File: config.mk
export PLATFORM = sky130hd
export DESIGN_NAME = decode_stage
export DESIGN_NICKNAME = d
export VERILOG_FILES = /design/src/rtl/decode_pkg.sv /design/src/rtl/decode_stage_imm_gen.sv /design/src/rtl/decode_stage.sv
export SDC_FILE = /design/constraint.sdc
export NUM_CORES = 1
export LEC_CHECK = 0
export ABC_AREA = 1
export ABC_CLOCK_PERIOD_IN_PS = 3600
export BUFFER_PORTS_ARGS = -buffer_cell sky130_fd_sc_hd__buf_2
export CORE_UTILIZATION = 51
export CTS_CLUSTER_SIZE = 14
export DETAILED_ROUTE_END_ITERATION = 6
export PLACE_DENSITY = 0.93
export SLEW_MARGIN = 20
export SYNTH_ARGS = -nofsm -noshare
export SYNTH_HDL_FRONTEND = slang
export SYNTH_SLANG_ARGS = --single-unit
File: constraint.sdc
create_clock -name clock -period 3.6 [get_ports clock]
set_input_delay 0.36 -clock clock [delete_from_list [all_inputs] [get_ports clock]]
set_output_delay 0.36 -clock clock [all_outputs]
set_load 0.01 [all_outputs]
File: src/rtl/decode_pkg.sv
// Shared decode definitions: RV32I opcodes, immediate formats, field widths
// and the registered decode payload layout.
package decode_pkg;

    localparam int XLEN     = 32;
    localparam int REG_W    = 5;
    localparam int OPC_W    = 7;
    localparam int FUNCT3_W = 3;
    localparam int FUNCT7_W = 7;

    localparam logic [OPC_W-1:0] OP_LUI     = 7'b0110111;
    localparam logic [OPC_W-1:0] OP_AUIPC   = 7'b0010111;
    localparam logic [OPC_W-1:0] OP_JAL     = 7'b1101111;
    localparam logic [OPC_W-1:0] OP_JALR    = 7'b1100111;
    localparam logic [OPC_W-1:0] OP_BRANCH  = 7'b1100011;
    localparam logic [OPC_W-1:0] OP_LOAD    = 7'b0000011;
    localparam logic [OPC_W-1:0] OP_STORE   = 7'b0100011;
    localparam logic [OPC_W-1:0] OP_OPIMM   = 7'b0010011;
    localparam logic [OPC_W-1:0] OP_OP      = 7'b0110011;
    localparam logic [OPC_W-1:0] OP_MISCMEM = 7'b0001111;
    localparam logic [OPC_W-1:0] OP_SYSTEM  = 7'b1110011;

    typedef enum logic [2:0] {
        FMT_NONE,
        FMT_I,
        FMT_S,
        FMT_B,
        FMT_U,
        FMT_J
    } immFmt_e;

    typedef struct packed {
        logic [XLEN-1:0]     pc;
        logic [XLEN-1:0]     rs1Data;
        logic [XLEN-1:0]     rs2Data;
        logic [XLEN-1:0]     imm;
        logic [REG_W-1:0]    rd;
        logic [OPC_W-1:0]    opcode;
        logic [FUNCT3_W-1:0] funct3;
        logic [FUNCT7_W-1:0] funct7;
        logic                illegal;
    } decodePayload_t;

    // Immediate format of an opcode; unknown opcodes carry no immediate.
    function automatic immFmt_e immFmtOf(input logic [OPC_W-1:0] opc);
        case (opc)
            OP_OPIMM, OP_LOAD, OP_JALR, OP_SYSTEM: return FMT_I;
            OP_STORE:                              return FMT_S;
            OP_BRANCH:                             return FMT_B;
            OP_LUI, OP_AUIPC:                      return FMT_U;
            OP_JAL:                                return FMT_J;
            default:                               return FMT_NONE;
        endcase
    endfunction

    // True for the eleven RV32I base opcodes (all end in 2'b11).
    function automatic logic isLegalOpcode(input logic [OPC_W-1:0] opc);
        case (opc)
            OP_LUI, OP_AUIPC, OP_JAL, OP_JALR, OP_BRANCH, OP_LOAD,
            OP_STORE, OP_OPIMM, OP_OP, OP_MISCMEM, OP_SYSTEM: return 1'b1;
            default:                                          return 1'b0;
        endcase
    endfunction

endpackage

File: src/rtl/decode_stage_imm_gen.sv
// Combinational immediate generator: sign-extended immediate per opcode format.
module imm_gen
    import decode_pkg::*;
(
    input  logic [XLEN-1:0] instr,
    output logic [XLEN-1:0] imm
);

    // Select and sign-extend the immediate bits for the instruction format.
    always_comb begin
        imm = '0;
        case (immFmtOf(instr[OPC_W-1:0]))
            FMT_I:   imm = {{20{instr[31]}}, instr[31:20]};
            FMT_S:   imm = {{20{instr[31]}}, instr[31:25], instr[11:7]};
            FMT_B:   imm = {{19{instr[31]}}, instr[31], instr[7], instr[30:25], instr[11:8], 1'b0};
            FMT_U:   imm = {instr[31:12], 12'b0};
            FMT_J:   imm = {{11{instr[31]}}, instr[31], instr[19:12], instr[20], instr[30:21], 1'b0};
            default: imm = '0;
        endcase
    end

endmodule

File: src/rtl/decode_stage.sv
// Decode stage: one-deep pipeline register between fetch and execute with
// writeback bypass, a single outstanding-load tracker and load-use hazard stall.
module decode_stage
    import decode_pkg::*;
(
    input  logic                clock,
    input  logic                reset,
    input  logic                inValid,
    output logic                inReady,
    input  logic [XLEN-1:0]     inInstr,
    input  logic [XLEN-1:0]     inPc,
    output logic [REG_W-1:0]    cReg1Address,
    output logic [REG_W-1:0]    cReg2Address,
    input  logic [XLEN-1:0]     hReg1Data,
    input  logic [XLEN-1:0]     hReg2Data,
    input  logic [REG_W-1:0]    wbAddress,
    input  logic [XLEN-1:0]     wbData,
    input  logic                flush,
    output logic                outValid,
    input  logic                outReady,
    output logic [XLEN-1:0]     outPc,
    output logic [XLEN-1:0]     outRs1Data,
    output logic [XLEN-1:0]     outRs2Data,
    output logic [XLEN-1:0]     outImm,
    output logic [REG_W-1:0]    outRd,
    output logic [OPC_W-1:0]    outOpcode,
    output logic [FUNCT3_W-1:0] outFunct3,
    output logic [FUNCT7_W-1:0] outFunct7,
    output logic                outIllegal
);

    decodePayload_t   outReg;
    decodePayload_t   nextPayload;
    logic [XLEN-1:0]  immValue;
    logic [REG_W-1:0] rs1;
    logic [REG_W-1:0] rs2;
    logic             pendValid;
    logic [REG_W-1:0] pendRd;
    logic             pendClear;
    logic             pendLive;
    logic             heldLoad;
    logic             rs1Hit;
    logic             rs2Hit;
    logic             loadHazard;
    logic             hazard;
    logic             capture;
    logic             loadLeaving;

    assign rs1          = inInstr[19:15];
    assign rs2          = inInstr[24:20];
    assign cReg1Address = rs1;
    assign cReg2Address = rs2;

    imm_gen uImmGen (
        .instr (inInstr),
        .imm   (immValue)
    );

    // A pending load whose writeback lands this cycle no longer blocks.
    assign pendClear   = pendValid && (wbAddress == pendRd);
    assign pendLive    = pendValid && !pendClear;
    // A load in the output register blocks even while it transfers: its data
    // only arrives later via writeback.
    assign heldLoad    = outValid && (outReg.opcode == OP_LOAD);
    assign loadLeaving = outValid && outReady && (outReg.opcode == OP_LOAD) && (outReg.rd != '0);

    assign rs1Hit     = (rs1 != '0) && ((pendLive && rs1 == pendRd) || (heldLoad && rs1 == outReg.rd));
    assign rs2Hit     = (rs2 != '0) && ((pendLive && rs2 == pendRd) || (heldLoad && rs2 == outReg.rd));
    assign loadHazard = (inInstr[OPC_W-1:0] == OP_LOAD) && (heldLoad || pendLive);
    assign hazard     = rs1Hit || rs2Hit || loadHazard;

    assign inReady = (!outValid || outReady) && !hazard && !flush;
    assign capture = inValid && inReady;

    // Assemble the payload, forwarding same-cycle writeback over the regfile read.
    always_comb begin
        nextPayload         = '0;
        nextPayload.pc      = inPc;
        nextPayload.imm     = immValue;
        nextPayload.rd      = inInstr[11:7];
        nextPayload.opcode  = inInstr[OPC_W-1:0];
        nextPayload.funct3  = inInstr[14:12];
        nextPayload.funct7  = inInstr[31:25];
        nextPayload.illegal = (inInstr[1:0] != 2'b11) || !isLegalOpcode(inInstr[OPC_W-1:0]);
        if (rs1 == '0)
            nextPayload.rs1Data = '0;
        else if (wbAddress == rs1)
            nextPayload.rs1Data = wbData;
        else
            nextPayload.rs1Data = hReg1Data;
        if (rs2 == '0)
            nextPayload.rs2Data = '0;
        else if (wbAddress == rs2)
            nextPayload.rs2Data = wbData;
        else
            nextPayload.rs2Data = hReg2Data;
    end

    // Output register: flush drops the held entry, capture loads, transfer empties.
    always_ff @(posedge clock or negedge reset) begin
        if (!reset) begin
            outValid <= 1'b0;
            outReg   <= '0;
        end else if (flush) begin
            outValid <= 1'b0;
        end else if (capture) begin
            outValid <= 1'b1;
            outReg   <= nextPayload;
        end else if (outReady) begin
            outValid <= 1'b0;
        end
    end

    // Load tracker: arm when a load leaves (flush or not), disarm on its writeback.
    always_ff @(posedge clock or negedge reset) begin
        if (!reset) begin
            pendValid <= 1'b0;
            pendRd    <= '0;
        end else if (loadLeaving) begin
            pendValid <= 1'b1;
            pendRd    <= outReg.rd;
        end else if (pendClear) begin
            pendValid <= 1'b0;
        end
    end

    assign outPc      = outReg.pc;
    assign outRs1Data = outReg.rs1Data;
    assign outRs2Data = outReg.rs2Data;
    assign outImm     = outReg.imm;
    assign outRd      = outReg.rd;
    assign outOpcode  = outReg.opcode;
    assign outFunct3  = outReg.funct3;
    assign outFunct7  = outReg.funct7;
    assign outIllegal = outReg.illegal;

endmodule

==> reports/results.md <==
## Power
• **Static Leak** 6.962 nW
• **peak ir drop on the vdd network** 0.4056 mV
• **total power draw** 5.026 mW
• **total power density per cell area** 445.1 mW/mm2

## Cells and area
• **non-filler cells, final** 1807
• **cell area after layout** 0.01129 mm2
• **Ant. Diodes** 0
• **number of nets in the finished design** 1739
• **fraction of layout instances using a drive strength above 1** 25.47%
• **Area Overhead vs Synth** 24.19%

## Clock tree
• **number of buffers created by CTS** 17
• **clock insertion delay at the later pin of the skew report** 0.43 ns
• **number of levels in the clock H-tree** 4
• **worst-case clock buffer depth** 2
• **Post-CTS Hold Fix Bufs** 0
• **clock root buffer** sky130_fd_sc_hd__clkbuf_16
• **CTS sink count** 158
• **CTS-repair resized insts** 0
• **Reg clk slew, reported paths** 0.07 ns
• **CTS tree** built
• **buffers inserted by post-CTS timing repair** 0

## Worst setup path
• **RR Startpoint** pendRd[1]
• **element type at the critical path start** flop
• **required time at the endpoint of the critical path** 3.24 ns
• **terminus of the critical flop-to-flop path** outImm[10]
• **cell depth of the worst flop-to-flop path** 12
• **data arrival time of the worst path** 2.47 ns
• **type of the worst setup path** reg2out
• **worst-case register-to-register setup slack** 1.06 ns
• **Critical Path End Type** output port
• **largest fanout on the critical path** 58

## Floorplanning
• **count of pins on the block boundary** 333
• **floorplan die area** 0.01837 mm2
• **placement row count** 48
• **Die Y** 135.5 um
• **CORE AREA** 0.01736 mm2
• **initial core utilization** 52.39%
• **DIE WIDTH** 135.5 um

## Hold path
• **classification of the worst-slack hold path** in2async

## Run status
• **result of the run** complete, but fails checks
• **violated checks** negative hold slack

## GRT
• **pin count of the biggest net entering global routing** 111
• **number of antenna violations at the first check in global routing** 0
• **total congestion overflow** 0
• **global-route wire length before repair** 44.65 mm
• **vias in the first global route** 8864
• **GRT Total Usage** 30.90%

## STA
• **minimum clock period** 2.827 ns
• **maximum operating frequency** 353.8 MHz
• **worst clock skew** 0.01036 ns
• **worst hold-check slack** -0.007990 ns
• **part of the cycle the worst path needs** 78.52%
• **max-slew headroom at the worst pin** 33.91%
• **Pins Over Slew Limit** 0
• **RSZ-0062 raised after global routing** false
• **final-report setup violation count** 0
• **pin slew with the least headroom to its limit** 0.9806 ns
• **total count of hold-check failures in the final report** 2
• **Setup TNS Final** 0 ns

## Logic synthesis
• **post-synthesis adder-cell area fraction** 0%
• **area share of the leading cell type in the synthesized netlist** 43.48%
• **count of unique library cells instantiated by Yosys** 29
• **Synth Area in Compound Gates** 2.807%
• **count of warnings emitted by yosys** 0
• **sequential fraction of the synthesis area** 43.48%
• **dominant combinational cell family by area after synthesis** simple AND/OR/NAND/NOR gates
• **mux cell area share after synthesis** 0.3715%
• **Syn Inst Count** 1304
• **top cell type by total area after synthesis** sky130_fd_sc_hd__dfrtp_1
• **Synth area leaders** sky130_fd_sc_hd__dfrtp_1 (43%), sky130_fd_sc_hd__nand2_1 (21%), sky130_fd_sc_hd__nand4_1 (11%)
• **post-synthesis average cell area** 6.974 um2
• **#FFs+latches synth** 158
• **post-synth design cell area** 0.009094 mm2
• **net count of the mapped netlist** 1474
• **xor/xnor cell area share of the yosys netlist** 1.637%
• **simple-gate share of the synthesized area** 41.44%

## Routing
• **drt total wl** 28.76 mm
• **detailed-routing iteration count for the pre-antenna-repair pass** 6
• **DRC violations left** 0
• **wire per inst** 15.91 um
• **count of nets left with antenna violations after detail routing** 0
• **vias per std cell** 5.447
• **total number of vias** 9842
• **number of design-rule violations left by the first detailed-router iteration** 735

## Placement
• **number of buffer cells added on primary ports** 332
• **Cells after DPL** 1775
• **sum of net half-perimeters after detailed placement** 19.81 mm
• **area post-placement** 0.01072 mm2
• **final weighted congestion of routability-driven global placement** 0.9230

## Job
• **count of maximum capacitance violations** 0

routing by layer:
metal	GRT usage, %	share of wire [%]
met2	50.63	48
met3	7.819	10
met5	0	0
met1	38.91	38
met4	12.48	3.5
report_power, final:
part | internal (mW) | switching [mW] | leakage [nW] | total, mW
clock network | 0.920 | 0.836 | 0.269 | 1.76
registers | 2.00 | 0.156 | 2.02 | 2.16
logic | 0.431 | 0.678 | 4.68 | 1.11
final cells by class:
cell class | count | area, um2
flip-flops and latches | 158 | 3954
multi-input cells | 935 | 4230
fillers | 1467 | 6063
repair buffers | 350 | 1859
well taps | 225 | 281.5
clock inverters | 15 | 141.4
clock buffers | 17 | 425.4
inverters | 107 | 401.6
cells in the mapped netlist:
| master | number |
|---|---|
| sky130_fd_sc_hd__o21ai_0 | 25 |
| sky130_fd_sc_hd__a31oi_1 | 1 |
| sky130_fd_sc_hd__nand3b_1 | 13 |
| sky130_fd_sc_hd__nor4_1 | 1 |
| sky130_fd_sc_hd__nor3_1 | 8 |
| sky130_fd_sc_hd__a31o_2 | 6 |
| sky130_fd_sc_hd__o41ai_2 | 1 |
| sky130_fd_sc_hd__buf_4 | 20 |
| sky130_fd_sc_hd__buf_2 | 22 |
| sky130_fd_sc_hd__buf_6 | 5 |
| sky130_fd_sc_hd__mux2_2 | 3 |
| sky130_fd_sc_hd__a21oi_1 | 7 |
| sky130_fd_sc_hd__clkbuf_1 | 56 |
| sky130_fd_sc_hd__o21ai_1 | 1 |
| sky130_fd_sc_hd__xnor2_1 | 13 |
| sky130_fd_sc_hd__nand3_1 | 24 |
| sky130_fd_sc_hd__o22ai_1 | 1 |
| sky130_fd_sc_hd__nand4_2 | 1 |
| sky130_fd_sc_hd__nand2_2 | 1 |
| sky130_fd_sc_hd__inv_2 | 5 |
| sky130_fd_sc_hd__xor2_1 | 4 |
| sky130_fd_sc_hd__nor2_4 | 1 |
| sky130_fd_sc_hd__a21oi_2 | 1 |
| sky130_fd_sc_hd__nor2_1 | 149 |
| sky130_fd_sc_hd__nand4_1 | 154 |
| sky130_fd_sc_hd__clkbuf_2 | 1 |
| sky130_fd_sc_hd__dfrtp_1 | 158 |
| sky130_fd_sc_hd__inv_1 | 102 |
| sky130_fd_sc_hd__nand2_1 | 520 |
sequential cells by signal, indices dropped and copies added (netlist names):
signal and flops:
outPc 32, outValid 1, outFunct7 7, pendRd 5, outRs2Data 32, outIllegal 1, pendValid 1, outRd 5
outRs1Data 32, outImm 32, outOpcode 7, outFunct3 3
logic make-up (layout without fill, tap and decap cells):
| group | after synthesis | after routing |
|---|---|---|
| multiplexers | 3 | 3 |
| AO/OA/AOI/OAI | 43 | 43 |
| buffers and inverters | 211 | 489 |
| AND/OR/NAND/NOR | 872 | 872 |
| XOR/XNOR | 17 | 17 |
| flip-flops | 158 | 158 |
cells in the final DEF (no fill, tap or decap):
cell type                    instances
sky130_fd_sc_hd__nand2_4             1
sky130_fd_sc_hd__a31oi_1             1
sky130_fd_sc_hd__nand3_1            22
sky130_fd_sc_hd__a31o_2              6
sky130_fd_sc_hd__mux2_2              3
sky130_fd_sc_hd__a21oi_1             7
sky130_fd_sc_hd__buf_6               2
sky130_fd_sc_hd__o21ai_1             1
sky130_fd_sc_hd__nor2_1            149
sky130_fd_sc_hd__nor4_1              1
sky130_fd_sc_hd__clkbuf_16          17
sky130_fd_sc_hd__buf_12              4
sky130_fd_sc_hd__buf_4              14
sky130_fd_sc_hd__inv_2               5
sky130_fd_sc_hd__xnor2_1            13
sky130_fd_sc_hd__clkinvlp_4          4
sky130_fd_sc_hd__o41ai_2             1
sky130_fd_sc_hd__o22ai_1             1
sky130_fd_sc_hd__clkinv_4            1
sky130_fd_sc_hd__o21ai_0            25
sky130_fd_sc_hd__nor3_1              8
sky130_fd_sc_hd__inv_1             102
sky130_fd_sc_hd__nand4_4             1
sky130_fd_sc_hd__nand4_1           154
sky130_fd_sc_hd__nor2_4              1
sky130_fd_sc_hd__dfrtp_1           158
sky130_fd_sc_hd__a21oi_2             1
sky130_fd_sc_hd__inv_8               6
sky130_fd_sc_hd__buf_2             330
sky130_fd_sc_hd__nand3_2             2
sky130_fd_sc_hd__xor2_1              4
sky130_fd_sc_hd__nand2_1           520
sky130_fd_sc_hd__nand3b_1           13
sky130_fd_sc_hd__inv_6               4
worst max path at each step:
stage,start,to,slack (ns),depth (start not counted)
CTS,pendRd[1],inReady,0.77,11
detailed placement,outOpcode[1],outPc[3],0.99,11
finish,pendRd[1],inReady,0.77,11
global placement,inInstr[2],outPc[17],1.09,10
floorplan,inInstr[19],inReady,1.63,8
global route,pendRd[1],inReady,0.59,12
stage by stage:
| stage | utilization [%] | worst slack, ns |
|---|---|---|
| after global placement | 61.78 | 1.087 |
| after CTS | 65.04 | 0.7695 |
| after detailed placement | 61.78 | 0.9909 |
| final | 65.07 | 0.7733 |
| after floorplan | - | 1.631 |
| after global routing | 65.07 | 0.5944 |
worst max-delay path: stages (launching register included):
cell and delay, ns:
sky130_fd_sc_hd__dfrtp_1 0.46, sky130_fd_sc_hd__nand2_1 0.10, sky130_fd_sc_hd__nand2_1 0.05, sky130_fd_sc_hd__nor2_1 0.14, sky130_fd_sc_hd__nand3_1 0.16, sky130_fd_sc_hd__nand3_1 0.10
sky130_fd_sc_hd__nand2_1 0.09, sky130_fd_sc_hd__nand2_4 0.09, sky130_fd_sc_hd__buf_4 0.50, sky130_fd_sc_hd__nand2_1 0.11, sky130_fd_sc_hd__nor2_1 0.10, sky130_fd_sc_hd__buf_2 0.14
(Power assumes the default switching activity.)
